`config.mk`:
```
export PLATFORM = sky130hd
export DESIGN_NAME = uart_cfg
export DESIGN_NICKNAME = d
export VERILOG_FILES = /design/src/rtl/uart_pkg.sv /design/src/rtl/uart_tx_fifo.sv /design/src/rtl/uart_cfg.sv
export SDC_FILE = /design/constraint.sdc
export NUM_CORES = 1
export LEC_CHECK = 0
export CAP_MARGIN = 20
export CORE_ASPECT_RATIO = 1.75
export CORE_MARGIN = 8
export CORE_UTILIZATION = 41
export CTS_BUF_LIST = sky130_fd_sc_hd__clkbuf_4 sky130_fd_sc_hd__clkbuf_8
export CTS_CLUSTER_DIAMETER = 60
export DETAILED_ROUTE_END_ITERATION = 7
export DONT_BUFFER_PORTS = 1
export GPL_ROUTABILITY_DRIVEN = 0
export REMOVE_ABC_BUFFERS = 1
export SLEW_MARGIN = 10
export SYNTH_ARGS = -nofsm -noshare
export SYNTH_HDL_FRONTEND = slang
export SYNTH_SLANG_ARGS = --single-unit
export TNS_END_PERCENT = 20
```
`constraint.sdc`:
```
create_clock -name clk -period 2.8 [get_ports clk]
set_input_delay 0.56 -clock clk [delete_from_list [all_inputs] [get_ports clk]]
set_output_delay 0.56 -clock clk [all_outputs]
set_load 0.02 [all_outputs]
```
`src/rtl/uart_pkg.sv`:
```
// Shared definitions for the uart_cfg UART.
//   - parity mode constants and line-level start/stop bit values
//   - TX and RX engine state encodings
//   - parity_bit(): parity bit for a data word under a given mode
package uart_pkg;

  localparam int unsigned PARITY_NONE = 0;
  localparam int unsigned PARITY_EVEN = 1;
  localparam int unsigned PARITY_ODD  = 2;

  localparam logic START_BIT = 1'b0;
  localparam logic STOP_BIT  = 1'b1;

  typedef enum logic [2:0] {TxIdle, TxStart, TxData, TxParity, TxStop} tx_state_e;
  typedef enum logic [2:0] {RxIdle, RxStart, RxData, RxParity, RxStop} rx_state_e;

  // Data is zero-extended to 9 bits; the padding does not change the XOR.
  function automatic logic parity_bit(input logic [8:0] data, input int unsigned mode);
    logic p;
    p = 1'b0;
    if (mode == PARITY_EVEN) p = ^data;
    else if (mode == PARITY_ODD) p = ~^data;
    return p;
  endfunction

endpackage

```
`src/rtl/uart_tx_fifo.sv`:
```
// Single-clock synchronous FIFO for the UART transmit path.
//   clk, reset   : clock, synchronous active-high reset (empties the FIFO)
//   wr_en_i      : push wr_data_i; ignored while full
//   rd_en_i      : pop the head word; ignored while empty
//   rd_data_o    : head word (valid while !empty_o)
//   full_o/empty_o : occupancy flags
module uart_tx_fifo #(
  parameter int unsigned Width     = 8,
  parameter int unsigned DepthBits = 4
) (
  input  logic             clk,
  input  logic             reset,
  input  logic             wr_en_i,
  input  logic [Width-1:0] wr_data_i,
  input  logic             rd_en_i,
  output logic [Width-1:0] rd_data_o,
  output logic             full_o,
  output logic             empty_o
);

  localparam int unsigned Depth = 2 ** DepthBits;
  localparam logic [DepthBits:0] PtrOne = (DepthBits + 1)'(1);

  logic [Width-1:0] mem_q [Depth];
  // Pointers carry one extra wrap bit to tell full from empty.
  logic [DepthBits:0] wr_ptr_q, wr_ptr_d, rd_ptr_q, rd_ptr_d;
  logic do_wr, do_rd;

  assign empty_o   = (wr_ptr_q == rd_ptr_q);
  assign full_o    = (wr_ptr_q[DepthBits] != rd_ptr_q[DepthBits]) &&
                     (wr_ptr_q[DepthBits-1:0] == rd_ptr_q[DepthBits-1:0]);
  assign do_wr     = wr_en_i && !full_o;
  assign do_rd     = rd_en_i && !empty_o;
  assign rd_data_o = mem_q[rd_ptr_q[DepthBits-1:0]];

  always_comb begin
    wr_ptr_d = wr_ptr_q;
    rd_ptr_d = rd_ptr_q;
    if (do_wr) wr_ptr_d = wr_ptr_q + PtrOne;
    if (do_rd) rd_ptr_d = rd_ptr_q + PtrOne;
  end

  always_ff @(posedge clk) begin
    if (reset) begin
      wr_ptr_q <= '0;
      rd_ptr_q <= '0;
    end else begin
      wr_ptr_q <= wr_ptr_d;
      rd_ptr_q <= rd_ptr_d;
    end
  end

  always_ff @(posedge clk) begin
    if (do_wr) mem_q[wr_ptr_q[DepthBits-1:0]] <= wr_data_i;
  end

endmodule

```
`src/rtl/uart_cfg.sv`:
```
// Configurable UART: TX FIFO + TX engine, synchronised RX engine with error flags.
//   clk, reset          : clock, synchronous active-high reset
//   baud_div            : bit period = baud_div+1 clocks, latched at each frame start
//   tx_we/tx_data       : push a word; tx_full, tx_busy report FIFO/engine state
//   txd                 : serial output, idle high
//   rxd                 : asynchronous serial input
//   rx_valid            : one-cycle pulse with rx_data, rx_perr, rx_ferr
//   rx_ack              : consumer took rx_data; rx_overrun is sticky on a missed word
module uart_cfg
  import uart_pkg::*;
#(
  parameter int unsigned WIDTH           = 8,
  parameter int unsigned PARITY          = 0,
  parameter int unsigned STOP_BITS       = 1,
  parameter int unsigned FIFO_DEPTH_BITS = 4,
  parameter int unsigned SYNC_DEPTH      = 3,
  parameter int unsigned DIV_WIDTH       = 16
) (
  input  logic                 clk,
  input  logic                 reset,
  input  logic [DIV_WIDTH-1:0] baud_div,
  input  logic                 tx_we,
  input  logic [WIDTH-1:0]     tx_data,
  output logic                 tx_full,
  output logic                 tx_busy,
  output logic                 txd,
  input  logic                 rxd,
  output logic                 rx_valid,
  output logic [WIDTH-1:0]     rx_data,
  output logic                 rx_perr,
  output logic                 rx_ferr,
  input  logic                 rx_ack,
  output logic                 rx_overrun
);

  localparam int unsigned CntW = $clog2(WIDTH + 3);
  localparam logic [CntW-1:0]      LastData = CntW'(WIDTH - 1);
  localparam logic [CntW-1:0]      LastStop = CntW'(STOP_BITS - 1);
  localparam logic [CntW-1:0]      CntOne   = CntW'(1);
  localparam logic [DIV_WIDTH-1:0] BaudOne  = DIV_WIDTH'(1);

  // ---------------- TX ----------------
  tx_state_e tx_state_q, tx_state_d;
  logic [DIV_WIDTH-1:0] tx_div_q, tx_div_d, tx_baud_q, tx_baud_d;
  logic [CntW-1:0]      tx_cnt_q, tx_cnt_d;
  logic [WIDTH-1:0]     tx_shift_q, tx_shift_d, fifo_rdata;
  logic                 tx_par_q, tx_par_d, txd_q, txd_d;
  logic                 fifo_pop, fifo_empty, tx_load;

  uart_tx_fifo #(
    .Width    (WIDTH),
    .DepthBits(FIFO_DEPTH_BITS)
  ) u_tx_fifo (
    .clk      (clk),
    .reset    (reset),
    .wr_en_i  (tx_we),
    .wr_data_i(tx_data),
    .rd_en_i  (fifo_pop),
    .rd_data_o(fifo_rdata),
    .full_o   (tx_full),
    .empty_o  (fifo_empty)
  );

  always_comb begin
    tx_state_d = tx_state_q;
    tx_div_d   = tx_div_q;
    tx_baud_d  = tx_baud_q;
    tx_cnt_d   = tx_cnt_q;
    tx_shift_d = tx_shift_q;
    tx_par_d   = tx_par_q;
    txd_d      = txd_q;
    tx_load    = 1'b0;
    fifo_pop   = 1'b0;
    unique case (tx_state_q)
      TxIdle: if (!fifo_empty) tx_load = 1'b1;
      TxStart: begin
        if (tx_baud_q != '0) tx_baud_d = tx_baud_q - BaudOne;
        else begin
          tx_state_d = TxData;
          tx_baud_d  = tx_div_q;
          tx_cnt_d   = '0;
          txd_d      = tx_shift_q[0];
        end
      end
      TxData: begin
        if (tx_baud_q != '0) tx_baud_d = tx_baud_q - BaudOne;
        else begin
          tx_baud_d = tx_div_q;
          if (tx_cnt_q == LastData) begin
            if (PARITY != PARITY_NONE) begin
              tx_state_d = TxParity;
              txd_d      = tx_par_q;
            end else begin
              tx_state_d = TxStop;
              txd_d      = STOP_BIT;
              tx_cnt_d   = '0;
            end
          end else begin
            tx_cnt_d   = tx_cnt_q + CntOne;
            tx_shift_d = tx_shift_q >> 1;
            txd_d      = tx_shift_q[1];
          end
        end
      end
      TxParity: begin
        if (tx_baud_q != '0) tx_baud_d = tx_baud_q - BaudOne;
        else begin
          tx_state_d = TxStop;
          tx_baud_d  = tx_div_q;
          tx_cnt_d   = '0;
          txd_d      = STOP_BIT;
        end
      end
      TxStop: begin
        if (tx_baud_q != '0) tx_baud_d = tx_baud_q - BaudOne;
        else if (tx_cnt_q != LastStop) begin
          tx_cnt_d  = tx_cnt_q + CntOne;
          tx_baud_d = tx_div_q;
        end else if (!fifo_empty) tx_load = 1'b1;  // chain next frame, no idle gap
        else tx_state_d = TxIdle;
      end
      default: tx_state_d = TxIdle;
    endcase
    if (tx_load) begin
      fifo_pop   = 1'b1;
      tx_state_d = TxStart;
      tx_div_d   = baud_div;
      tx_baud_d  = baud_div;
      tx_shift_d = fifo_rdata;
      tx_par_d   = parity_bit(9'(fifo_rdata), PARITY);
      txd_d      = START_BIT;
    end
  end

  always_ff @(posedge clk) begin
    if (reset) begin
      tx_state_q <= TxIdle;
      tx_div_q   <= '0;
      tx_baud_q  <= '0;
      tx_cnt_q   <= '0;
      tx_shift_q <= '0;
      tx_par_q   <= 1'b0;
      txd_q      <= 1'b1;
    end else begin
      tx_state_q <= tx_state_d;
      tx_div_q   <= tx_div_d;
      tx_baud_q  <= tx_baud_d;
      tx_cnt_q   <= tx_cnt_d;
      tx_shift_q <= tx_shift_d;
      tx_par_q   <= tx_par_d;
      txd_q      <= txd_d;
    end
  end

  assign txd     = txd_q;
  assign tx_busy = !fifo_empty || (tx_state_q != TxIdle);

  // ---------------- RX ----------------
  rx_state_e rx_state_q, rx_state_d;
  logic [SYNC_DEPTH-1:0] sync_q;
  logic [DIV_WIDTH-1:0]  rx_div_q, rx_div_d, rx_baud_q, rx_baud_d, rx_half;
  logic [CntW-1:0]       rx_cnt_q, rx_cnt_d;
  logic [WIDTH-1:0]      rx_shift_q, rx_shift_d, rx_data_q, rx_data_d;
  logic rx_bit, rx_par_q, rx_par_d, rx_done;
  logic rx_valid_q, rx_valid_d, rx_perr_q, rx_perr_d, rx_ferr_q, rx_ferr_d;
  logic pending_q, pending_d, overrun_q, overrun_d;

  assign rx_bit = sync_q[SYNC_DEPTH-1];
  // (baud_div+1)/2 - 1 without needing a wider intermediate
  assign rx_half = (baud_div >> 1) - DIV_WIDTH'(!baud_div[0]);

  always_comb begin
    rx_state_d = rx_state_q;
    rx_div_d   = rx_div_q;
    rx_baud_d  = rx_baud_q;
    rx_cnt_d   = rx_cnt_q;
    rx_shift_d = rx_shift_q;
    rx_par_d   = rx_par_q;
    rx_done    = 1'b0;
    unique case (rx_state_q)
      RxIdle: begin
        if (rx_bit == START_BIT) begin
          rx_state_d = RxStart;
          rx_div_d   = baud_div;
          rx_baud_d  = rx_half;
        end
      end
      RxStart: begin
        if (rx_baud_q != '0) rx_baud_d = rx_baud_q - BaudOne;
        else if (rx_bit != START_BIT) rx_state_d = RxIdle;  // glitch, not a start bit
        else begin
          rx_state_d = RxData;
          rx_baud_d  = rx_div_q;
          rx_cnt_d   = '0;
        end
      end
      RxData: begin
        if (rx_baud_q != '0) rx_baud_d = rx_baud_q - BaudOne;
        else begin
          rx_baud_d  = rx_div_q;
          rx_shift_d = {rx_bit, rx_shift_q[WIDTH-1:1]};
          if (rx_cnt_q == LastData) rx_state_d = (PARITY != PARITY_NONE) ? RxParity : RxStop;
          else rx_cnt_d = rx_cnt_q + CntOne;
        end
      end
      RxParity: begin
        if (rx_baud_q != '0) rx_baud_d = rx_baud_q - BaudOne;
        else begin
          rx_par_d   = rx_bit;
          rx_state_d = RxStop;
          rx_baud_d  = rx_div_q;
        end
      end
      RxStop: begin
        // Only the first stop bit is checked; rearm for the next start at once.
        if (rx_baud_q != '0) rx_baud_d = rx_baud_q - BaudOne;
        else begin
          rx_done    = 1'b1;
          rx_state_d = RxIdle;
        end
      end
      default: rx_state_d = RxIdle;
    endcase

    rx_valid_d = rx_done;
    rx_data_d  = rx_data_q;
    rx_perr_d  = rx_perr_q;
    rx_ferr_d  = rx_ferr_q;
    if (rx_done) begin
      rx_data_d = rx_shift_q;
      rx_ferr_d = (rx_bit != STOP_BIT);
      rx_perr_d = (PARITY != PARITY_NONE) &&
                  (rx_par_q != parity_bit(9'(rx_shift_q), PARITY));
    end
    // A valid in the same cycle as an ack re-arms pending for the new word.
    pending_d = rx_valid_q ? 1'b1 : (rx_ack ? 1'b0 : pending_q);
    overrun_d = overrun_q || (rx_valid_q && pending_q && !rx_ack);
  end

  always_ff @(posedge clk) begin
    if (reset) begin
      sync_q     <= '1;
      rx_state_q <= RxIdle;
      rx_div_q   <= '0;
      rx_baud_q  <= '0;
      rx_cnt_q   <= '0;
      rx_shift_q <= '0;
      rx_par_q   <= 1'b0;
      rx_valid_q <= 1'b0;
      rx_data_q  <= '0;
      rx_perr_q  <= 1'b0;
      rx_ferr_q  <= 1'b0;
      pending_q  <= 1'b0;
      overrun_q  <= 1'b0;
    end else begin
      sync_q     <= {sync_q[SYNC_DEPTH-2:0], rxd};
      rx_state_q <= rx_state_d;
      rx_div_q   <= rx_div_d;
      rx_baud_q  <= rx_baud_d;
      rx_cnt_q   <= rx_cnt_d;
      rx_shift_q <= rx_shift_d;
      rx_par_q   <= rx_par_d;
      rx_valid_q <= rx_valid_d;
      rx_data_q  <= rx_data_d;
      rx_perr_q  <= rx_perr_d;
      rx_ferr_q  <= rx_ferr_d;
      pending_q  <= pending_d;
      overrun_q  <= overrun_d;
    end
  end

  assign rx_valid   = rx_valid_q;
  assign rx_data    = rx_data_q;
  assign rx_perr    = rx_perr_q;
  assign rx_ferr    = rx_ferr_q;
  assign rx_overrun = overrun_q;

endmodule

```
# Word-level counts from Yosys, hierarchy flattened
# Memory sizes are Yosys's and may differ from the RTL's. A register that Yosys moved wholly into a read port is not among the register bits.
# Index checks and enable logic that the tools add are counted.
[word_totals]
ff_bits = 120
ram_bits = 128
in_bits = 29
output_inout_bits = 15
elab_cells = 175
memories = 1
[memory_table]
columns = ["name", "words", "word_bits", "rd", "rd_ports_with_merged_regs", "wr", "line_no", "text"]
rows = [
  ["u_tx_fifo.mem_q", 16, 8, 1, 1, 1, "uart_tx_fifo.sv:24", "logic [Width-1:0] mem_q [Depth];"],
]
[classes]
addsub = 7
n_eq_ne = 43
muxes = 62
bitwise_logic = 3
reduce_logical = 39
[op_table]
columns = ["operator", "count"]
rows = [
  ["$mux 16", 9],
  ["$pmux 16 s4", 1],
  ["$mux 4", 11],
  ["$ne 2x2->1 const B", 21],
  ["$mux 3", 13],
  ["$mux 8", 4],
  ["$pmux 16 s2", 1],
  ["$reduce_bool 16->1", 2],
  ["$sub 16x1->16 const B", 2],
  ["$pmux 3 s5", 2],
  ["$ne 3x3->1 const B", 8],
  ["$mux 1", 16],
  ["$reduce_and 8->1", 2],
  ["$sub 15x1->16", 1],
  ["$eq 3x2->1 const B", 4],
  ["$pmux 4 s3", 1],
  ["$reduce_bool 4->1", 3],
  ["$add 5x1->5 const B", 2],
  ["$reduce_and 5->1", 2],
  ["$reduce_bool 3->1", 3],
  ["$add 4x1->4 const B", 2],
  ["$eq 4x3->1 const B", 2],
  ["$pmux 4 s2", 1],
  ["$reduce_and 4->1", 2],
  ["20 further kinds", 39],
]

# Depth between registers and ports, before layout
[depth]
word_depth = 9
ltp_mapped = 11

# By module
# From an unflattened synthesis, not the netlist that was laid out.
[unflattened]
cells_unflattened = 1014
hier_area_um2 = 11588.6
[modules_own_cells]
columns = ["mod", "instances", "cells_each", "area_each_um2"]
rows = [
  ["uart_tx_fifo", 1, 279, 5840.6],
  ["uart_cfg", 1, 735, 5748.0],
]

# Worst setup path after synthesis
# OpenSTA, ideal clock, no wires.
[synth_path]
path_type = "register to register"
startpoint = "reg tx_baud_q[0]"
endpoint = "reg txd_q (netlist: txd)"
arrival_time_ns = 2.485
path_slack_ns = 0.193
stages_incl_launch_ff = 10
synth_period_minus_slack_ns = 2.607
path_cell_list = "dfxtp_1 clkbuf_1 inv_1 ha_1 or4b_2 or4_4 buf_6 o21ai_4 nand2_2 a311o_1"
[synth_between]
elab_chain_len = 5
word_cells_on_any_way = 9
cone_classes = "eq/ne: 3; mux: 3; reduce/logical: 3"
[synth_lines]
columns = ["element", "line_no", "text"]
rows = [
  ["from (decl)", "uart_cfg.sv:44", "logic [DIV_WIDTH-1:0] tx_div_q, tx_div_d, tx_baud_q, tx_baud_d;"],
  ["from (signal assigned)", "uart_cfg.sv:147", "tx_baud_q <= tx_baud_d;"],
  ["$reduce_bool 16->1 (*)", "-", ""],
  ["$mux 1", "uart_cfg.sv:115", "if (tx_baud_q != '0) tx_baud_d = tx_baud_q - BaudOne;"],
  ["$pmux 1 s2", "uart_cfg.sv:74", "unique case (tx_state_q)"],
  ["$ne 3x3->1 (no source line) or $reduce_bool 4->1 (tied branches)", "-", ""],
  ["$reduce_and 4->1 (no source line)", "-", ""],
  ["to (signal assigned)", "uart_cfg.sv:151", "txd_q <= txd_d;"],
  ["to (decl)", "uart_cfg.sv:47", "logic tx_par_q, tx_par_d, txd_q, txd_d;"],
]
# Every way passes the cells marked *; elsewhere a longest branch is shown, timed or not.
# A chain may end at the register's enable or synchronous reset.

==> results.md <==
* Status: completed
* #FFs+latches synth at 252
* Placed inst area at 12150 um^2
* Vias in the first global route at 8597
* Crit Path Category: reg -> reg
* Minimum clock period at 2.608 ns
* Deepest clock path buffer count at 3
* Synth top area cells: edfxtp_1 (33%), dfxtp_1 (21%), mux4_2 (5.2%)
* Via-per-instance ratio at 5.706
* Leakage power at 0.004456 uW
* P per Cell Area at 840.0 nW/um^2
* Post-synth EDFFs at 128
* Crit share post-route at 0.9314
* Root Buffer: clkbuf_8
* Row count at 81
* Worst Hold Class: in -> reg
* All-Layer GR Usage at 0.1738
* Top cell type's share of synthesized area at 0.3309
* Pwr Total at 10920 uW
* Synth cell types at 74
* R2R depth at 8
* # diodes at 0
* Clock skew at 0.05473 ns
* Max-cap check violation count at 0
* Mapped cell area at 11620 um^2
* Hold path cells at 0
* Die span in y at 238.7 um
* Fraction of layout cells with a size suffix above 1 at 0.1599
* Largest area contributor in the netlist: edfxtp_1
* Min-delay src: tx_data[2]
* Antenna violations before repair at 0
* Critical path peak fanout at 10
* RR Startpoint: tx_baud_q[0]
* Top FF cell, synth: edfxtp_1
* Worst hold path endpoint: u_tx_fifo.mem_q[11][2]
* Area delta synth->final at 11.93%
* Port buffer count at 0
* Worst Setup SP: tx_baud_q[0]
* Switch Pwr at 3592 uW
* Crit start category: register
* Setup TNS at 0 ns
* CP endpoint kind: register
* Fmax at 383.5 MHz
* Residual DRC count at 0
* Grt ovf at 0
* DP HPWL at 21090 um
* CTS tree: built
* Combinational power share at 0.293
* ANT nets after route at 0
* Flop2flop setup slack at 0.19 ns
* Effective utilization at floorplan at 0.4153
* Via count at 8337
* VDD IR max at 0.0004518 V
* DIE AREA at 34190 um^2
* First-pass GRT wire length at 46270 um
* Syn Inst Count at 1044
* Sw Ratio at 0.3289
* Final Hold Vio Count at 0
* Num CTS Buffers at 39
* Largest net degree at the start of global routing at 105
* Ports at 44
* Synthesis Warnings at 0
* Post-Syn Area per Cell at 11.13 um^2
* Clock-pin slew on the worst setup and hold paths at 0.07 ns
* Fraction of registers with async set/reset at 0
* RSZ-0062 raised after global routing: no
* Final Max Slew Viols at 0
* Most frequent cells in the layout: edfxtp_1 (128), dfxtp_1 (123), a21oi_1 (100)
* Slew Limit Headroom at 0.3101
* Drt first-iter violations at 450
* Int Pwr at 7330 uW
* Share of power burned in registers at 0.405
* Post-Route WL at 29700 um
* Area of the core at 27970 um^2
* Clock power share at 0.302
* Later-pin clock latency in the skew report at 0.59 ns
* Worst Tran Pin Value at 1.033 ns
* DR pass1 iterations at 5
* Hold-fix buffers, CTS at 0
* Seq/Total Area, Yosys at 0.5445
* Final nets at 1105
* H-tree depth at 2
* Req. time, crit path at 3.23 ns
* Most common cell after layout, fill and taps aside: edfxtp_1
* Post-route cell area at 13000 um^2
* # clock sinks at 252
* Die Wd at 143.2 um
* Final Setup Violations at 0
* Arr. time, crit path at 3.04 ns
* Routed wire per std cell at 20.33 um
area by class of cell:
class	instances	area (um^2)
clock inverter	14	177.7
fill	2637	14970
sequential	252	6327
multi-input combinational	694	4877
inverter	25	93.84
clock buffer	52	653.1
tap	373	466.7
timing repair buffer	51	407.9
flip-flops by register name, indices dropped and copies added, names as in the netlist, 8 cells and up, named ones only:
name             count
u_tx_fifo.mem_q    128
tx_baud_q           16
tx_shift_q           8
rx_baud_q           16
tx_div_q            16
rx_data              8
rx_shift_q           8
rx_div_q            16
synth_stat cells (24+ instances only):
cell type    n
a211oi_1    24
a21oi_1    100
clkbuf_1    52
dfxtp_1    124
edfxtp_1   128
inv_1       24
mux2i_1     35
mux4_2      27
nand2_1     91
nand3_1     31
nor2_1      48
nor3_1      27
o21ai_0     42
cell families after synthesis:
group                      share of synthesized area
xor gates and xnor gates                     0.02488
muxes                                        0.08347
adders and majority gates                    0.01400
buffers and inverters                        0.03629
AOI/OAI and AO/OA                             0.1492
DFF                                           0.5445
and+or+nand+nor                               0.1473
other                                      0.0003228
routing by layer:
| layer | share of wire | global-route usage | vias up |
|---|---|---|---|
| met1 | 0.35 | 0.1653 | 4028 |
| li1 | - | - | 3998 |
| met2 | 0.55 | 0.3329 | 217 |
| met3 | 0.047 | 0.03399 | 94 |
| met5 | 0 | 0 | - |
| met4 | 0.052 | 0.1028 | 0 |
per-stage QoR:
step | instances | hold WS (ns) | setup WS (ns) | utilization
after floorplan | 971 | 0.3895 | -0.2837 | -
after global placement | 1392 | 0.3923 | 0.2419 | 0.4342
after detailed placement | 1392 | 0.3946 | 0.2120 | 0.4342
after CTS | 1458 | 0.03629 | 0.04296 | 0.4641
after global routing | 1461 | 0.03138 | 0.08606 | 0.4649
final | 1461 | 0.06721 | 0.1922 | 0.4649
power groups by stage:
stage	registers [uW]	logic (uW)	clock network, uW
6_report	4430	3200	3300
5_1_grt	4460	3460	3520
4_1_cts	4430	3170	3380
3_5_place_dp	4500	3150	0
3_3_place_gp	4490	3130	0
2_1_floorplan	4520	2070	0
worst max-delay path, stage by stage, from the launching register on:
cell and delay, ns:
dfxtp_1 0.31, inv_1 0.07, ha_1 0.16, or4b_2 0.64, or4_4 0.54, o21ai_4 0.19, buf_4 0.17, nand3_1 0.09
mux2_2 0.30
timing repair:
action / CTS / global route
endpoints found under the hold margin: 0 / 0
cloned: 0 / 0
pin swaps: 0 / 1
gates resized for setup: 1 / 0
setup buffers: 0 / 3
endpoints found under the setup margin: 1 / 1
how the worst max path moves through the flow:
stage | to | cells after the start
final | register | 8
after global routing | register | 8
after CTS | tx_busy | 3
after detailed placement | register | 8
after global placement | register | 8
after floorplan | tx_shift_q[0] | 4
(Power assumes the default switching activity.)
